File: src/rtl/wordle_guess_ctrl.sv
// Wordle guess controller: button-driven 5-letter guess entry, sequential
// green/yellow/gray scoring against a target word, guess counting and win/lose lock.
module wordle_guess_ctrl #(
  parameter int          MAX_GUESSES  = 6,
  parameter logic [7:0]  LETTER_RESET = 8'h41
) (
  input  logic        Clk,
  input  logic        reset_n,
  input  logic        new_game,
  input  logic [39:0] target_word,
  input  logic        BtnU,
  input  logic        BtnD,
  input  logic        BtnR,
  input  logic        BtnL,
  input  logic        BtnC,
  output logic [7:0]  sel_letter,
  output logic [2:0]  cursor,
  output logic [39:0] guess_buf,
  output logic        busy,
  output logic [9:0]  feedback,
  output logic        feedback_valid,
  output logic [2:0]  guess_count,
  output logic        win,
  output logic        lose
);

  typedef enum logic [2:0] {
    S_IDLE, S_EDIT, S_SCORE_G, S_SCORE_Y, S_REPORT, S_LOCKED
  } state_t;

  localparam logic [1:0] FB_GRAY   = 2'b01;
  localparam logic [1:0] FB_YELLOW = 2'b10;
  localparam logic [1:0] FB_GREEN  = 2'b11;
  localparam logic [7:0] LETTER_A  = 8'h41;
  localparam logic [7:0] LETTER_Z  = 8'h5A;

  state_t            r_state;
  state_t            w_next_state;
  logic [7:0]        r_sel;
  logic [2:0]        r_cursor;
  logic [0:4][7:0]   r_buf;      // element 0 lands at [39:32]
  logic [0:4][1:0]   r_fb;       // working feedback, element 0 at [9:8]
  logic [4:0]        r_used;     // target letters already claimed
  logic [2:0]        r_i;
  logic [2:0]        r_j;
  logic [9:0]        r_feedback;
  logic [2:0]        r_count;
  logic              r_win;
  logic              r_lose;

  logic              w_clear_game;
  logic              w_all_green;
  logic              w_last_guess;
  logic [7:0]        w_target_i;
  logic [7:0]        w_target_j;

  function automatic logic [7:0] target_letter(input logic [39:0] word, input logic [2:0] k);
    case (k)
      3'd0:    return word[39:32];
      3'd1:    return word[31:24];
      3'd2:    return word[23:16];
      3'd3:    return word[15:8];
      3'd4:    return word[7:0];
      default: return 8'h00;
    endcase
  endfunction

  assign w_clear_game = new_game &&
                        (r_state == S_IDLE || r_state == S_EDIT || r_state == S_LOCKED);
  assign w_all_green  = (r_fb == {5{FB_GREEN}});
  assign w_last_guess = ((r_count + 3'd1) == 3'(MAX_GUESSES));
  assign w_target_i   = target_letter(target_word, r_i);
  assign w_target_j   = target_letter(target_word, r_j);

  // NOTE: clocked state uses non-blocking assignments so every register
  // samples the pre-edge values, independent of block ordering.
  always_ff @(posedge Clk) begin
    if (!reset_n) r_state <= S_IDLE;
    else          r_state <= w_next_state;
  end

  // NOTE: the default assignment up front keeps this block purely
  // combinational; a path that skipped it would infer a latch.
  always_comb begin
    w_next_state = r_state;
    case (r_state)
      S_IDLE, S_LOCKED: if (new_game) w_next_state = S_EDIT;
      S_EDIT:           if (!new_game && BtnC && r_cursor == 3'd5) w_next_state = S_SCORE_G;
      S_SCORE_G:        if (r_i == 3'd4) w_next_state = S_SCORE_Y;
      S_SCORE_Y:        if (r_i == 3'd4 && r_j == 3'd4) w_next_state = S_REPORT;
      S_REPORT:         w_next_state = (w_all_green || w_last_guess) ? S_LOCKED : S_EDIT;
      default:          w_next_state = S_IDLE;
    endcase
  end

  // NOTE: the letter buffer is a plain register bank (not RAM) because every
  // slot is visible on guess_buf, so it is reset together with the rest.
  always_ff @(posedge Clk) begin
    if (!reset_n || w_clear_game) begin
      r_sel      <= LETTER_RESET;
      r_cursor   <= '0;
      r_buf      <= '0;
      r_fb       <= '0;
      r_used     <= '0;
      r_i        <= '0;
      r_j        <= '0;
      r_feedback <= '0;
      r_count    <= '0;
      r_win      <= 1'b0;
      r_lose     <= 1'b0;
    end else begin
      case (r_state)
        S_EDIT: begin
          // One button per cycle; BtnC wins arbitration even when it is refused.
          if (BtnC) begin
            if (r_cursor == 3'd5) begin
              r_used <= '0;
              r_i    <= '0;
              r_j    <= '0;
            end
          end else if (BtnL) begin
            if (r_cursor != 3'd0) begin
              r_cursor                <= r_cursor - 3'd1;
              r_buf[r_cursor - 3'd1]  <= 8'h00;
            end
          end else if (BtnR) begin
            if (r_cursor < 3'd5) begin
              r_buf[r_cursor] <= r_sel;
              r_cursor        <= r_cursor + 3'd1;
            end
          end else if (BtnU) begin
            r_sel <= (r_sel == LETTER_Z) ? LETTER_A : r_sel + 8'd1;
          end else if (BtnD) begin
            r_sel <= (r_sel == LETTER_A) ? LETTER_Z : r_sel - 8'd1;
          end
        end
        S_SCORE_G: begin
          if (r_buf[r_i] == w_target_i) begin
            r_fb[r_i]   <= FB_GREEN;
            r_used[r_i] <= 1'b1;
          end else begin
            r_fb[r_i]   <= FB_GRAY;
          end
          r_i <= (r_i == 3'd4) ? 3'd0 : r_i + 3'd1;
          r_j <= '0;
        end
        S_SCORE_Y: begin
          // A yellow hit turns fb[i] non-gray, which stops further matches for i.
          if (r_fb[r_i] == FB_GRAY && !r_used[r_j] && r_buf[r_i] == w_target_j) begin
            r_fb[r_i]   <= FB_YELLOW;
            r_used[r_j] <= 1'b1;
          end
          if (r_j == 3'd4) begin
            r_j <= '0;
            r_i <= (r_i == 3'd4) ? 3'd0 : r_i + 3'd1;
          end else begin
            r_j <= r_j + 3'd1;
          end
        end
        S_REPORT: begin
          r_feedback <= r_fb;
          r_count    <= r_count + 3'd1;
          if (w_all_green) begin
            r_win <= 1'b1;
          end else if (w_last_guess) begin
            r_lose <= 1'b1;
          end else begin
            r_buf    <= '0;
            r_cursor <= '0;
            r_sel    <= LETTER_RESET;
          end
        end
        default: ;
      endcase
    end
  end

  always_comb begin
    sel_letter     = r_sel;
    cursor         = r_cursor;
    guess_buf      = r_buf;
    guess_count    = r_count;
    win            = r_win;
    lose           = r_lose;
    busy           = (r_state == S_SCORE_G) || (r_state == S_SCORE_Y) || (r_state == S_REPORT);
    feedback_valid = (r_state == S_REPORT);
    // The registered copy only updates at the end of REPORT, so show the live result during it.
    feedback       = (r_state == S_REPORT) ? r_fb : r_feedback;
  end

endmodule

File: config.mk
export PLATFORM = sky130hd
export DESIGN_NAME = wordle_guess_ctrl
export DESIGN_NICKNAME = d
export VERILOG_FILES = /design/src/rtl/wordle_guess_ctrl.sv
export SDC_FILE = /design/constraint.sdc
export NUM_CORES = 1
export LEC_CHECK = 0
export BUFFER_PORTS_ARGS = -buffer_cell sky130_fd_sc_hd__buf_2
export CAP_MARGIN = 40
export CORE_UTILIZATION = 30
export CTS_BUF_LIST = sky130_fd_sc_hd__clkbuf_8
export CTS_CLUSTER_DIAMETER = 30
export DETAILED_ROUTE_END_ITERATION = 6
export GPL_TIMING_DRIVEN = 0
export PLACE_DENSITY = 0.49
export SLEW_MARGIN = 40
export SYNTH_ARGS = -nofsm -noshare
export SYNTH_HDL_FRONTEND = slang
export SYNTH_SLANG_ARGS = --single-unit
export TNS_END_PERCENT = 1
File: constraint.sdc
create_clock -name Clk -period 3.35 [get_ports Clk]
set_clock_uncertainty 0.2 [all_clocks]
set_input_delay 0.335 -clock Clk [delete_from_list [all_inputs] [get_ports Clk]]
set_output_delay 0.335 -clock Clk [all_outputs]
set_load 0.01 [all_outputs]
; Word level (Yosys, flattened, before mapping)
; Cells that the tools add are included.
[word_totals]
elab_cells = 198
input_bits = 48
latch_bits = 0
mem_count = 0
reg_bits = 90
mem_bits_ro = 0
out_inout_bits = 68
ramBits = 0
[op_classes]
add_sub_neg = 7
n_lt_le_gt_ge = 11
shifts = 0
mul = 0
n_reduce_logical = 37
n_bitwise = 15
mux = 69
eq_ne = 39
n_div = 0
[op_table]
columns = op, count
row1 = two-way mux 40 bit, 7
row2 = two-way mux 8 bit, 13
row3 = one-hot mux 40 bit (2 select lines), 1
row4 = one-hot mux 8 bit (5 select lines), 2
row5 = two-way mux 3 bit, 17
row6 = demux 8 bit (select 3 bit), 2
row7 = bitwise AND 40 bit, 1
row8 = bitwise mux 40 bit, 1
row9 = inverter 40 bit, 1
row10 = two-way mux 10 bit, 3
row11 = binary-select mux 8 bit (select 3 bit), 1
row12 = inequality test 2 bit (second input constant), 12
row13 = two-way mux 5 bit, 4
row14 = OR 5 bit, 4
row15 = one-hot mux 10 bit (2 select lines), 1
row16 = == test 3 x 2 -> 1 bit (second input constant), 6
row17 = == test 3 bit (second input constant), 6
row18 = one-hot mux 3 bit (3 select lines), 2
row19 = == test 8 x 7 -> 1 bit (second input constant), 2
row20 = == test 8 bit, 2
row21 = one-hot mux 8 bit (2 select lines), 1
row22 = one-hot mux 3 bit (5 select lines), 1
row23 = one-hot mux 5 bit (3 select lines), 1
row24 = AND reduction 7 bit, 2
row25 = other kinds (38), 85

; Logic depth before layout (Yosys ltp)
[logic_depth]
word_depth = 12
ltp_mapped = 12
mapped_depth_nobuf = 9

; Worst setup path before layout
; Ideal clock, no wire load.
[synth_timing]
kind = reg-to-reg
start = register r_i[1]
end = register (tool-made name)
period_less_slack_ns = 3.226
path_buffers = 2
slack_ns = 0.124
arrival_ns = 2.941
t_required_ns = 3.065
stages_incl_launch_ff = 12
setup_ns = 0.085
cell_sequence = dfxtp_1 -> buf_2 -> inv_1 -> ha_1 -> buf_6 -> a222oi_1 -> o21ai_1 -> and3_1 -> or4b_4 -> nor4_4 -> a32oi_4 -> o31ai_2
[synth_lines]
columns = item, line
row1 = "start, declared", 44  ; logic [2:0] r_i;
row2 = "start signal, assigned", 144  ; r_i <= (r_i == 3'd4) ? 3'd0 : r_i + 3'd1;
row3 = "start signal, assigned", 155  ; r_i <= (r_i == 3'd4) ? 3'd0 : r_i + 3'd1;

==> flow_results.xml <==
<?xml version="1.0" encoding="UTF-8"?>
<metrics>
  <group name="worst_setup_path">
    <metric name="crit_path_frequent_cell" unit="">sky130_fd_sc_hd__buf_4</metric>
    <metric name="worstSetupPathDepth" unit="">13</metric>
    <metric name="critPathSlowestCell" unit="">sky130_fd_sc_hd__or4b_4</metric>
    <metric name="cp-end-kind" unit="">flip-flop</metric>
    <metric name="critical_path_class" unit="">flip-flop to flip-flop</metric>
    <metric name="r2r_setup_slack" unit="ns">0.10</metric>
    <metric name="cpLargestDelayFamily" unit="">simple AND/OR/NAND/NOR gates</metric>
    <metric name="regToRegStartpoint" unit="">r_i[1]</metric>
    <metric name="timing.critical_path.required" unit="ns">3.46</metric>
    <metric name="critical_path.n_buffers_inverters" unit="">5</metric>
    <metric name="crit_fanout" unit="">8</metric>
    <metric name="critical_path_arrival" unit="ns">3.36</metric>
    <metric name="crit_start" unit="">r_i[1]</metric>
    <metric name="setup.worst_path.start_class" unit="">flip-flop</metric>
    <metric name="worstRegToRegCells" unit="">13</metric>
    <metric name="path_cells" unit="">buf_8 &gt; clkinvlp_4 &gt; ha_1 &gt; buf_6 &gt; a222oi_1 &gt; o21ai_1 &gt; and3_1 &gt; or4b_4 &gt; nor4_4 &gt; buf_4 &gt; buf_4 &gt; o311ai_1 &gt; o31ai_2</metric>
    <metric name="maximum_cell_stage_delay_along_the_critical_path" unit="ns">0.53</metric>
  </group>
  <group name="pwr">
    <metric name="ir_worst_vdd" unit="mV">0.186</metric>
    <metric name="power.share.sequential" unit="%">41.4</metric>
    <metric name="power_switching" unit="W">0.000835</metric>
    <metric name="power_per_cell_area" unit="nW/um^2">384</metric>
    <metric name="fraction_of_power_consumed_by_combinational_cells" unit="%">19.9</metric>
    <metric name="internal_power" unit="W">0.00183</metric>
    <metric name="power_frac_clock" unit="%">38.7</metric>
    <metric name="switching_share" unit="%">31.3</metric>
    <metric name="power_leakage" unit="nW">2.72</metric>
  </group>
  <group name="placement">
    <metric name="place_worst_setup_slack" unit="ns">-0.523</metric>
    <metric name="place.gp.congestion" unit="">0.853</metric>
    <metric name="dp_hpwl" unit="mm">15.4</metric>
    <metric name="place.port_buffers" unit="">114</metric>
    <metric name="dpl-instance-area" unit="um^2">6510</metric>
  </group>
  <group name="cts">
    <metric name="clk_latency" unit="ns">0.40</metric>
    <metric name="ctsRootBufferMaster" unit="">sky130_fd_sc_hd__clkbuf_8</metric>
    <metric name="max-clock-path-buffers" unit="">2</metric>
    <metric name="h-tree-depth" unit="">3</metric>
    <metric name="path_clk_slew" unit="ns">0.10</metric>
    <metric name="tritoncts_clock_tree" unit="">yes</metric>
    <metric name="clock_sink_count" unit="">90</metric>
    <metric name="number_of_buffers_added_by_the_clock_tree_synthesis_step" unit="">9</metric>
  </group>
  <group name="routing">
    <metric name="dr_pass1_iterations" unit="">7</metric>
    <metric name="detailroute.via_count" unit="">5971</metric>
    <metric name="avgRoutedWirePerCell" unit="um">19.4</metric>
    <metric name="postRouteAntennaNets" unit="">0</metric>
    <metric name="drcViolationCount" unit="">3</metric>
    <metric name="drt-vias-per-instance" unit="">5.62</metric>
    <metric name="detail_route.wirelength" unit="mm">20.6</metric>
    <metric name="drt_iter0_drc" unit="">614</metric>
  </group>
  <group name="synth">
    <metric name="yosys.area.top_type_share" unit="%">31.9</metric>
    <metric name="yosysWarnings" unit="">0</metric>
    <metric name="post_synth_num_cell_types" unit="">70</metric>
    <metric name="netlist_area" unit="um^2">5640</metric>
    <metric name="synth.area.top_cells" unit="">sky130_fd_sc_hd__dfxtp_1 32%, sky130_fd_sc_hd__a22oi_1 5.7%, sky130_fd_sc_hd__nor2_1 5.6%</metric>
    <metric name="synth_top_cell_by_area" unit="">sky130_fd_sc_hd__dfxtp_1</metric>
    <metric name="sequential_area_share_after_synthesis" unit="%">31.9</metric>
    <metric name="post_synth.cell_area_avg" unit="um^2">8.12</metric>
    <metric name="synth-edff-count" unit="">0</metric>
    <metric name="synth_flop_cell" unit="">sky130_fd_sc_hd__dfxtp_1</metric>
    <metric name="mappedNetlistNets" unit="">763</metric>
    <metric name="syn-instance-count" unit="">695</metric>
    <metric name="synth-seq-cells" unit="">90</metric>
    <metric name="synth_async_reset_ratio" unit="%">0</metric>
  </group>
  <group name="timing">
    <metric name="setup_violations" unit="">0</metric>
    <metric name="max_clock_freq" unit="MHz">308</metric>
    <metric name="maxSlewViolCount" unit="">0</metric>
    <metric name="tightest_slew" unit="ns">0.798</metric>
    <metric name="hold_slack" unit="ns">0.252</metric>
    <metric name="worst_slack" unit="ns">0.105</metric>
    <metric name="period_share" unit="%">96.9</metric>
    <metric name="period_needed" unit="ns">3.25</metric>
    <metric name="max-slew-margin-rel" unit="%">46.5</metric>
    <metric name="rsz_0062_raised_after_global_routing" unit="">yes</metric>
    <metric name="final_hold_viol_count" unit="">0</metric>
  </group>
  <group name="global_routing">
    <metric name="track_usage" unit="%">21.1</metric>
    <metric name="first_pass_grt_wire_length" unit="mm">31.7</metric>
    <metric name="grt_start_max_net_pins" unit="">17</metric>
    <metric name="antenna_found_initial" unit="">0</metric>
    <metric name="grt_overflow" unit="">0</metric>
    <metric name="grt_pass1_vias" unit="">5562</metric>
  </group>
  <group name="die">
    <metric name="ios" unit="">116</metric>
    <metric name="total_number_of_placement_rows" unit="">49</metric>
    <metric name="die_width" unit="um">139</metric>
    <metric name="die-area" unit="um^2">19400</metric>
    <metric name="dieHeight" unit="um">139</metric>
    <metric name="initial_standard_cell_utilization_of_the_core" unit="%">31.0</metric>
    <metric name="design.core.area" unit="um^2">18200</metric>
  </group>
  <group name="finish">
    <metric name="fillers" unit="">1931</metric>
    <metric name="layout-drive-gt1-share" unit="%">23.3</metric>
    <metric name="postLayoutCellArea" unit="um^2">6930</metric>
    <metric name="final_net_count" unit="">896</metric>
    <metric name="antenna-diode-count" unit="">0</metric>
    <metric name="layout-area-overhead-vs-synth" unit="%">22.9</metric>
  </group>
  <group name="worst_hold_path">
    <metric name="min-delay-path-class" unit="">input port to flip-flop</metric>
  </group>
  <group name="status">
    <metric name="run_status" unit="">complete, but fails checks</metric>
    <metric name="failed_checks" unit="">design-rule violations</metric>
  </group>
  <group name="run">
    <metric name="drv_cap" unit="">0</metric>
  </group>
</metrics>
==> layer usage <==
metal  GRT usage [%]  part of all wire (%)  vias to the layer above
met5               0                     0                        -
met3            3.59                   5.2                       22
met4            5.96                   1.3                        0
li1                -                     -                     2862
met1            29.2                    47                     2899
met2            33.6                    46                      188
==> how the worst min path moves through the flow <==
stage | start | end | slack, ns | cells past startpoint
CTS | BtnD | sel_letter[1] | 0.23 | 4
global placement | r_used[1] | r_used[1] | 0.25 | 2
floorplan | r_used[2] | r_used[2] | 0.23 | 2
finish | BtnD | sel_letter[1] | 0.25 | 4
detailed placement | r_used[1] | r_used[1] | 0.25 | 2
global route | r_used[1] | r_used[1] | 0.29 | 2
==> logic make-up (layout without fill, tap and decap cells) <==
family | after synthesis | after routing | share of synthesized area (%)
compound gates | 211 | 212 | 28.2
fa+ha+maj | 20 | 20 | 4.44
mux | 22 | 22 | 4.75
buf+inv | 74 | 211 | 5.61
simple gates | 268 | 268 | 23.5
flops | 90 | 90 | 31.9
xor+xnor | 10 | 10 | 1.55
==> Yosys cell counts, types with 5 or more instances <==
master and count:
sky130_fd_sc_hd__o21ai_0 21, sky130_fd_sc_hd__nand2_1 76, sky130_fd_sc_hd__clkbuf_1 39, sky130_fd_sc_hd__xor2_1 5, sky130_fd_sc_hd__xnor2_1 5, sky130_fd_sc_hd__o31ai_2 8
sky130_fd_sc_hd__a21oi_1 30, sky130_fd_sc_hd__a31oi_1 5, sky130_fd_sc_hd__dfxtp_1 90, sky130_fd_sc_hd__a22oi_1 43, sky130_fd_sc_hd__nor3_1 11, sky130_fd_sc_hd__buf_2 7
sky130_fd_sc_hd__nand4_1 8, sky130_fd_sc_hd__a21o_1 6, sky130_fd_sc_hd__nor2_1 84, sky130_fd_sc_hd__o21ai_1 14, sky130_fd_sc_hd__and2_1 15, sky130_fd_sc_hd__and3b_1 6
sky130_fd_sc_hd__nor2b_1 11, sky130_fd_sc_hd__o21a_1 6, sky130_fd_sc_hd__a32oi_1 18, sky130_fd_sc_hd__nand3_1 22, sky130_fd_sc_hd__inv_1 19, sky130_fd_sc_hd__nand2b_1 6
sky130_fd_sc_hd__a222oi_1 15, sky130_fd_sc_hd__mux2i_1 14, sky130_fd_sc_hd__ha_1 20, sky130_fd_sc_hd__o211ai_1 7
==> layout make-up <==
class	count	area, um^2	share of cell area, %
clock inverter	7	146	2.11
buffer	50	241	3.48
tap	229	287	4.13
multi-input combinational	532	3590	51.7
timing repair buffer	125	656	9.46
clock buffer	9	124	1.79
sequential	90	1810	26.1
inverter	20	82.6	1.19
==> tightest hold or removal path, delay by kind of cell <==
kind                   cells  cell delay (ns)
buffers and inverters      1             0.09
and+or+nand+nor            1             0.15
AOI/OAI and AO/OA          2             0.24
==> placed cells by master (no fill, tap or decap), types with 17 or more instances in the layout <==
cell	n
sky130_fd_sc_hd__buf_2	119
sky130_fd_sc_hd__dfxtp_1	87
sky130_fd_sc_hd__nor2_1	83
sky130_fd_sc_hd__nand2_1	76
sky130_fd_sc_hd__a22oi_1	43
sky130_fd_sc_hd__clkbuf_1	34
sky130_fd_sc_hd__a21oi_1	30
sky130_fd_sc_hd__nand3_1	22
sky130_fd_sc_hd__o21ai_0	19
sky130_fd_sc_hd__a32oi_1	18
sky130_fd_sc_hd__inv_1	17
sky130_fd_sc_hd__ha_1	17
==> power groups by stage <==
stage | registers, W | clock network (W) | logic, W
finish | 0.00110 | 0.00103 | 0.000529
global route | 0.00111 | 0.00109 | 0.000579
CTS | 0.00110 | 0.00105 | 0.000519
detailed placement | 0.00113 | 0 | 0.000507
global placement | 0.00113 | 0 | 0.000508
floorplan | 0.00113 | 0 | 0.000334
==> through the flow <==
| stage | total power, W | setup TNS, ns | instances | utilization, % |
|---|---|---|---|---|
| after floorplan | 0.00146 | 0 | 695 | - |
| after global placement | 0.00164 | -5.82 | 1038 | 35.7 |
| after detailed placement | 0.00164 | -5.50 | 1038 | 35.7 |
| after CTS | 0.00267 | 0 | 1064 | 37.9 |
| after global routing | 0.00278 | -0.0438 | 1062 | 38.1 |
| final | 0.00267 | 0 | 1062 | 38.1 |
==> repair_timing <==
action	CTS	global route
hold endpoints to repair	1	0
hold buffers	1	0
cloned	1	0
resized for setup	14	12
pin swaps	4	5
endpoints found under the setup margin	15	25
setup buffers	9	1
Power figures use the tool's default switching activity.
